[config.mk]
export PLATFORM = sky130hd
export DESIGN_NAME = rx_bit_timer
export DESIGN_NICKNAME = d
export VERILOG_FILES = /design/src/rtl/rx_timer_pkg.sv /design/src/rtl/rx_bit_timer_flex_counter.sv /design/src/rtl/rx_bit_timer.sv
export SDC_FILE = /design/constraint.sdc
export NUM_CORES = 1
export LEC_CHECK = 0
export CORE_UTILIZATION = 40
export CTS_CLUSTER_SIZE = 25
export DETAILED_ROUTE_END_ITERATION = 10
export DONT_BUFFER_PORTS = 1
export SLEW_MARGIN = 40
export SYNTH_ARGS = -nofsm -noshare
export SYNTH_HDL_FRONTEND = slang
export SYNTH_HIERARCHICAL = 1
export SYNTH_SLANG_ARGS = --single-unit
[constraint.sdc]
create_clock -name clk -period 3.7 [get_ports clk]
set_input_delay 0.37 -clock clk [delete_from_list [all_inputs] [get_ports clk]]
set_output_delay 0.37 -clock clk [all_outputs]
set_load 0.05 [all_outputs]
[src/rtl/rx_timer_pkg.sv]
// Shared types and default timing constants for the receive bit timer.
package rx_timer_pkg;

    typedef enum logic {
        IDLE = 1'b0,
        RUN  = 1'b1
    } rx_timer_state_t;

    localparam int RX_CLKS_PER_BIT  = 8;
    localparam int RX_SAMPLE_POINT  = 4;
    localparam int RX_BITS_PER_BYTE = 8;

endpackage

[src/rtl/rx_bit_timer_flex_counter.sv]
// Flexible rollover counter: counts 0..rollover_val, then wraps to 1.
// Synchronous clear has priority over counting.
module flex_counter #(
    parameter int NUM_CNT_BITS = 4
) (
    input  logic                    clk,
    input  logic                    n_rst,
    input  logic                    clear,
    input  logic                    count_enable,
    input  logic [NUM_CNT_BITS-1:0] rollover_val,
    output logic [NUM_CNT_BITS-1:0] count_out,
    output logic                    rollover_flag
);

    logic [NUM_CNT_BITS-1:0] count_reg;
    logic [NUM_CNT_BITS-1:0] count_next;
    logic                    flag_reg;
    logic                    flag_next;

    // Next count and flag: flag is high while the count sits at rollover_val.
    always_comb begin
        count_next = count_reg;
        if (clear) begin
            count_next = '0;
        end else if (count_enable) begin
            if (count_reg == rollover_val) begin
                count_next = NUM_CNT_BITS'(1);
            end else begin
                count_next = count_reg + NUM_CNT_BITS'(1);
            end
        end
        flag_next = (count_next == rollover_val);
    end

    // Count and flag registers.
    always_ff @(posedge clk or negedge n_rst) begin
        if (!n_rst) begin
            count_reg <= '0;
            flag_reg  <= 1'b0;
        end else begin
            count_reg <= count_next;
            flag_reg  <= flag_next;
        end
    end

    assign count_out     = count_reg;
    assign rollover_flag = flag_reg;

endmodule

[src/rtl/rx_bit_timer.sv]
// Bit-period timer for the receive path: phase tracking with resync on
// line edges, one shift strobe per bit and a byte-complete pulse.
module rx_bit_timer
    import rx_timer_pkg::*;
#(
    parameter int CLKS_PER_BIT  = RX_CLKS_PER_BIT,
    parameter int SAMPLE_POINT  = RX_SAMPLE_POINT,
    parameter int BITS_PER_BYTE = RX_BITS_PER_BYTE
) (
    input  logic       clk,
    input  logic       n_rst,
    input  logic       enable,
    input  logic       d_edge,
    output logic       shift_strobe,
    output logic       byte_done,
    output logic [3:0] bit_cnt,
    output logic       busy
);

    localparam logic [3:0] CPB_V = 4'(CLKS_PER_BIT);
    localparam logic [3:0] SP_V  = 4'(SAMPLE_POINT);
    localparam logic [3:0] BPB_V = 4'(BITS_PER_BYTE);

    rx_timer_state_t state_reg;
    rx_timer_state_t state_next;
    logic [3:0]      phase_reg;
    logic [3:0]      phase_next;
    logic            full_prev_reg;
    logic            byte_full;
    logic            cnt_clear;

    // Next state and phase; dropping enable overrides any resync or wrap.
    always_comb begin
        state_next = state_reg;
        phase_next = phase_reg;
        case (state_reg)
            IDLE: begin
                phase_next = 4'd0;
                if (enable) begin
                    state_next = RUN;
                    phase_next = 4'd1;
                end
            end
            RUN: begin
                if (!enable) begin
                    state_next = IDLE;
                    phase_next = 4'd0;
                end else if (d_edge || (phase_reg == CPB_V)) begin
                    phase_next = 4'd1;
                end else begin
                    phase_next = phase_reg + 4'd1;
                end
            end
            default: begin
                state_next = IDLE;
                phase_next = 4'd0;
            end
        endcase
    end

    // State, phase and byte-full history registers.
    always_ff @(posedge clk or negedge n_rst) begin
        if (!n_rst) begin
            state_reg     <= IDLE;
            phase_reg     <= 4'd0;
            full_prev_reg <= 1'b0;
        end else begin
            state_reg     <= state_next;
            phase_reg     <= phase_next;
            full_prev_reg <= byte_full;
        end
    end

    assign busy         = (state_reg == RUN);
    assign shift_strobe = busy && (phase_reg == SP_V);

    // Counter is held at zero in IDLE and on the cycle that leaves RUN.
    assign cnt_clear = (state_reg == IDLE) || !enable;

    flex_counter #(
        .NUM_CNT_BITS(4)
    ) u_bit_counter (
        .clk          (clk),
        .n_rst        (n_rst),
        .clear        (cnt_clear),
        .count_enable (shift_strobe),
        .rollover_val (BPB_V),
        .count_out    (bit_cnt),
        .rollover_flag()
    );

    // Pulse on the first cycle the counter shows a full byte.
    assign byte_full = (bit_cnt == BPB_V);
    assign byte_done = busy && byte_full && !full_prev_reg;

endmodule

# --- After elaboration in Yosys (flattened, before gate mapping) ---
# Cells that the tools add are included.
op_classes:
  addsub: 2
  eq_ne: 3
  muxes: 8
  n_bitwise: 1
  reduce_logical: 8
op_table:
  columns: ["op", "n"]
  rows:
  - ["$mux 4", 5]
  - ["$add 4x1->4 const B", 2]
  - ["$eq 4x4->1 const B", 2]
  - ["$pmux 4 s2", 1]
  - ["$eq 4x3->1 const B", 1]
  - ["$logic_and 1x1->1", 3]
  - ["$logic_not 1->1", 2]
  - ["$logic_or 1x1->1", 2]
  - ["$mux 1", 2]
  - ["$reduce_bool 2->1", 1]
  - ["$not 1->1", 1]
totals:
  regBits: 10
  in_bits: 4
  output_inout_bits: 7
  elab_cells: 26

# --- Longest topological paths before layout ---
# Gate-level depths: netlist of the first run.
logic_depth:
  word_depth: 5
  mapped_depth: 8
  mapped_depth_nobuf: 6

# --- Modules after synthesis ---
# Netlist of the first run, hierarchy kept.
by_module_without_submodules:
  columns: ["module", "n_inst", "cells_per_inst", "area_each_um2", "seq_area_each_um2"]
  rows:
  - ["flex_counter", 1, 57, 489.2, 125.1]
  - ["rx_bit_timer", 1, 27, 294.0, 150.1]

# --- Worst setup path after synthesis of the first run ---
# No wires, ideal clock.
synth_path:
  kind: "register to register"
  from: "reg state_reg (netlist: busy)"
  to: "reg, netlist name u_bit_counter/rollover_flag"
  setup_ns: 0.095
  t_arrival_ns: 2.144
  required_ns: 3.605
  path_slack_ns: 1.461
  stages_incl_launch_ff: 8
  n_path_buf: 1
  synth_period_minus_slack_ns: 2.239
  cell_sequence: "dfrtp_1 -> and4b_2 -> buf_2 -> nand4_1 -> xor2_1 -> o21ai_0 -> nand2_1 -> nor4b_2"
synth_lines:
  columns: ["element", "line_no", "text"]
  rows:
  - ["start, declared", "rx_bit_timer.sv:24", "rx_timer_state_t state_reg;"]
  - ["start signal, assigned", "rx_bit_timer.sv:68", "state_reg <= state_next;"]

# --- Final worst setup path of the first run ---
layout_path:
  from: "reg u_bit_counter.count_reg[0] (netlist: u_bit_counter/count_out[0])"
  to: "out byte_done"
layout_via:
  elab_chain_len: 3
layout_lines:
  columns: ["element", "line_no", "text"]
  rows:
  - ["start, declared", "rx_bit_timer_flex_counter.sv:15", "logic [NUM_CNT_BITS-1:0] count_reg;"]
  - ["start signal, assigned", "rx_bit_timer_flex_counter.sv:41", "count_reg <= count_next;"]
  - ["$eq 4x4->1", "rx_bit_timer.sv:93", "assign byte_full = (bit_cnt == BPB_V);"]
  - ["via byte_full", "rx_bit_timer.sv:29", "logic byte_full;"]
  - ["$logic_and 1x1->1 (2 in a row)", "rx_bit_timer.sv:94", "assign byte_done = busy && byte_full && !full_prev_reg;"]
  - ["end, declared", "rx_bit_timer.sv:15", "output logic byte_done,"]
# The timed path passes the listed nets, and every way through them passes these cells.

==> reports/qor.yml, run 1 <==
status:
  status: "finished, final reports clean"
yosys:
  synth_area_per_cell_um2: 10.5
  yosys_warnings: 6
  synthCells: 55
  synth.cell_area_um2: 579
detailed_routing:
  wl_per_cell_um: 12.4
  routed.top_layer: "met4"
  num_vias: 371
  via_per_inst: 5.15
  wl_met1_um: 416
  drc: 0
  drt_iter0_drc: 8
  drt_wl_total_um: 890
  dr_wl_met3_um: 33
  drt_first_pass_iters: 4
  drt.antenna.violating_nets: 0
  route.met2.wl_um: 403
power:
  p_seq_frac: 0.503
  swShare: 0.230
  p_leak_uw: 0.000302
  ir_drop_uv: 178
  cellInternalPower_uw: 176
  power.density_nw_per_um2: 367
  clkPwrFrac: 0.440
  comb_power_share: 0.057
  p_sw_uw: 52.5
global_route:
  grt_pass1_wl_um: 1500
  grt_pass1_vias: 349
  grt-ovfl-total: 0
  antenna_found_initial: 0
  gr-usage-all-layers: 0.151
  grt_max_degree: 11
sta:
  drv_slew: 0
  finalCriticalPeriod_ns: 2.27
  timing.final.ws_setup_ns: 1.43
  finalHoldViolCount: 0
  tightest_slew_ns: 0.665
  rsz0062_at_grt: "no"
  setup-violations-final: 0
  relSlewSlack: 0.557
  period_share: 0.613
  setup_tns_ns: 0
  fin_skew_ns: 0.00514
  fmax_mhz: 441
cells_and_area:
  fillers: 137
  num_antenna_cells: 0
  areaGrowthSynthToFinish_pct: 7.34
  nets: 65
  final_layout_size_suffix_gt1_frac: 0.158
cts:
  cts.sinks: 10
  cts_resized: 0
  clk_pin_slew_worst_paths_ns: 0.07
  post_cts_buffers: 0
  cts_max_level: 1
  cts_root_buf: "clkbuf_4"
  cts_tree: "yes"
  cts_buffer_depth: 2
  clock_latency_ns: 0.27
  cts_buffers: 3
critical_path:
  crit_fanout: 7
  slowest_delay_ns: 0.64
  crit_slowest_cell: "dfrtp_1"
  arrival_ns: 1.90
  criticalPathCategory: "flop to primary output"
  cpLargestDelayFamily: "simple AND/OR/NAND/NOR gates"
  cp_cell_sequence: "nor4b_1 -> and3b_1"
  required_ns: 3.33
  critPathCaptureType: "primary output"
  path_buf_inv: 0
  cp-start-kind: "flop"
floorplan:
  die_h_um: 40.1
  rows: 13
  coreArea_um2: 1320
  ios: 11
  die_w_um: 40.1
  die-area_um2: 1600
  initial_core_util: 0.440
hold_path:
  hold_class: "input pin to flop"
place:
  preCtsSetupSlack_ns: 1.72
  place.gp.congestion: 0.754
  portBuffers: 0
  dp_hpwl_um: 677
flow_run:
  cap_violations: 0
metal layers:
layer  GRT usage  vias up
li1            -      180
met1       0.180      177
met2       0.214        9
met3      0.0500        5
met4       0.129        0
met5           0        -
placed cells by master, fill, tap and decap left out:
cell type / instances
and4b_2: 1
nand4_1: 1
xor2_1: 5
o31a_2: 1
a211oi_1: 1
ha_1: 3
dlygate4sd3_1: 1
xor2_2: 1
nor2b_1: 1
or3_4: 1
nand3_1: 1
a21oi_1: 3
clkbuf_4: 3
o21ai_0: 1
nor4b_1: 1
nor4_4: 1
conb_1: 4
dfrtp_1: 10
nor2_1: 4
nand2_1: 3
and3b_1: 2
o21bai_1: 1
xnor2_1: 1
nand3b_1: 1
inv_1: 3
clkbuf_8: 1
and2b_1: 1
metrics by stage:
stage	utilization	hold WS (ns)	std cells	total power [uW]	instance area (um2)
after floorplan	-	0.0744	57	126	587
after global placement	0.437	0.0746	67	127	576
after detailed placement	0.437	0.0746	67	127	576
after CTS	0.472	0.121	72	231	622
after global routing	0.472	0.108	72	239	622
final	0.472	0.128	72	228	622
final timing paths:
kind,cells past startpoint,slack [ns],to,start
setup / recovery,2,1.43,byte_done,u_bit_counter/count_out[0]$_DFF_PN0_
hold / removal,0,0.13,busy$_DFF_PN0_,enable
setup reg to reg,4,1.76,u_bit_counter/count_out[3]$_DFF_PN0_,busy$_DFF_PN0_
hold reg to reg,2,0.58,phase_reg[3]$_DFF_PN0_,phase_reg[3]$_DFF_PN0_
max in group asynchronous,1,2.90,phase_reg[2]$_DFF_PN0_,n_rst
min in group asynchronous,1,0.48,u_bit_counter/count_out[2]$_DFF_PN0_,n_rst
layout make-up:
class                           count  area (um2)  area share
Tap cell                           15        18.8      0.0302
Clock buffer                        4        36.3      0.0584
Timing Repair Buffer                1        10.0      0.0161
Sequential cell                    10         250       0.402
Multi-Input combinational cell     39         295       0.475
Inverter                            3        11.3      0.0181
timing repair:
item,CTS,global route
endpoints found under the setup margin,0,0
endpoints found under the hold margin,10,0
hold buffers,1,0
power by group through the flow:
stage | registers [uW] | clock network (uW) | logic (uW)
after CTS | 115 | 103 | 13.4
after global routing | 115 | 109 | 15.0
final | 115 | 100 | 13.0
after detailed placement | 117 | 0 | 10.3
after floorplan | 116 | 0 | 9.47
after global placement | 117 | 0 | 10.2
Power figures use the tool's default switching activity.
==> inputs of run 2 (changes only) <==
==> constraint.sdc (replaced) <==
create_clock -name clk -period 2.3 [get_ports clk]
set_input_delay 0.23 -clock clk [delete_from_list [all_inputs] [get_ports clk]]
set_output_delay 0.23 -clock clk [all_outputs]
set_load 0.05 [all_outputs]
==> reports/qor.yml, run 2 (synthesized netlist as in run 1, its figures left out) <==
cts:
  ctsHoldBuffers: 2
  cts_root_buf: "clkbuf_4"
  clock_latency_ns: 0.25
  cts_tree: "yes"
  cts_buffers: 3
  post_cts_buffers: 0
  cts_max_level: 1
  cts_buffer_depth: 2
  clk_pin_slew_worst_paths_ns: 0.06
  cts.sinks: 10
  cts_resized: 0
floorplan:
  initial_core_util: 0.440
  die-area_um2: 1600
  die_h_um: 40.1
  die_w_um: 40.1
  ios: 11
  rows: 13
  coreArea_um2: 1320
detailed_routing:
  num_vias: 379
  via_per_inst: 4.86
  drt.antenna.violating_nets: 0
  drc: 0
  drt_wl_total_um: 898
  drt_first_pass_iters: 4
  drt_iter0_drc: 15
  wl_per_cell_um: 11.5
place:
  portBuffers: 0
  place.gp.congestion: 0.751
  dp_hpwl_um: 717
global_route:
  met2_usage: 0.222
  grt_max_degree: 11
  antenna_found_initial: 0
  use_met3: 0.106
  grt-ovfl-total: 0
  gr-usage-all-layers: 0.149
  grt_pass1_wl_um: 1460
  grt_pass1_vias: 350
  grt_use_met1: 0.165
  busiest_layer: "met2"
cells_and_area:
  num_antenna_cells: 0
  areaGrowthSynthToFinish_pct: 14.5
  final_layout_size_suffix_gt1_frac: 0.222
  final_common_cell: "dfrtp_1"
  nets: 72
  layout_common_cells: "dfrtp_1 (10), buf_4 (6), xor2_1 (5)"
  fillers: 122
  final_util: 0.503
critical_path:
  crit_slowest_cell: "and3b_1"
  critPathCaptureType: "primary output"
  arrival_ns: 1.64
  crit_fanout: 4
  cp_cell_sequence: "buf_4 -> nor4b_1 -> and3b_1"
  timing.rr.start: "u_bit_counter/count_out[2]$_DFF_PN0_"
  criticalPathCategory: "flop to primary output"
  rrSetupSlack_ns: 0.73
  rr_endpoint: "u_bit_counter/count_out[1]$_DFF_PN0_"
  slowest_delay_ns: 0.53
  crit_end: "byte_done"
  cp-start-kind: "flop"
  critical_path.startpoint: "u_bit_counter/count_out[3]$_DFF_PN0_"
  required_ns: 2.07
  reg2reg_depth: 6
sta:
  setup_tns_ns: 0
  setup-violations-final: 0
  fmax_mhz: 536
  finalHoldViolCount: 0
  period_share: 0.811
  fin_skew_ns: 0.00431
  rsz0062_at_grt: "no"
  drv_slew: 0
  finalCriticalPeriod_ns: 1.87
power:
  p_total_uw: 319
  p_leak_uw: 0.000331
  power.density_nw_per_um2: 482
  ir_drop_uv: 345
  cellInternalPower_uw: 249
  swShare: 0.220
  p_sw_uw: 70.4
  comb_power_share: 0.085
  clkPwrFrac: 0.346
  p_seq_frac: 0.569
hold_path:
  hold_class: "input pin to flop"
flow_run:
  cap_violations: 0
status:
  status: "finished, final reports clean"
-- run 2: cell count changes in the layout (fill, tap and decap cells not counted) --
cell,delta
clkbuf_8,-1
buf_4,+6
dlygate4sd3_1,+1
-- run 2: worst min path at each step --
stage / start / to / cells after the start
after detailed placement: n_rst / u_bit_counter/count_out[3]$_DFF_PN0_ / 0
after CTS: enable / phase_reg[0]$_DFF_PN0_ / 1
final: enable / phase_reg[0]$_DFF_PN0_ / 1
after global placement: n_rst / u_bit_counter/count_out[3]$_DFF_PN0_ / 0
after global routing: enable / phase_reg[0]$_DFF_PN0_ / 1
after floorplan: n_rst / busy$_DFF_PN0_ / 0
-- run 2: power groups by stage --
stage | Clock (uW) | Combinational [uW] | Sequential (uW)
after global routing | 129 | 31.3 | 182
after CTS | 119 | 27.8 | 181
final | 111 | 27.2 | 182
after global placement | 0 | 21.5 | 185
after floorplan | 0 | 15.2 | 187
after detailed placement | 0 | 21.5 | 185
-- run 2: final cells by class --
| cell class | count | area [um2] | share of cell area |
|---|---|---|---|
| inverters | 3 | 11.3 | 0.0170 |
| flip-flops and latches | 10 | 250 | 0.377 |
| repair buffers | 8 | 65.1 | 0.0981 |
| well taps | 15 | 18.8 | 0.0283 |
| clock buffers | 3 | 22.5 | 0.0340 |
| multi-input cells | 39 | 295 | 0.445 |
-- run 2: routing by layer --
layer	wire length [um]	vias to the layer above
met1	446	175
met3	43	2
li1	-	194
met4	13	0
met5	0	-
met2	395	8
-- run 2: metrics by stage --
stage | cell area [um2] | hold slack, ns | instances | worst slack (ns)
finish | 663 | 0.102 | 78 | 0.434
CTS | 663 | 0.0895 | 78 | 0.387
detailed placement | 621 | -0.0654 | 73 | 0.679
floorplan | 587 | -0.0656 | 57 | 0.415
global placement | 621 | -0.0654 | 73 | 0.692
global route | 663 | 0.0823 | 78 | 0.301
-- run 2: worst max-delay path: cells and delay by family (launching register included) --
kind	cells	cell delay, ns
buffers and inverters	1	0.21
and+or+nand+nor	2	0.84
DFF	1	0.32
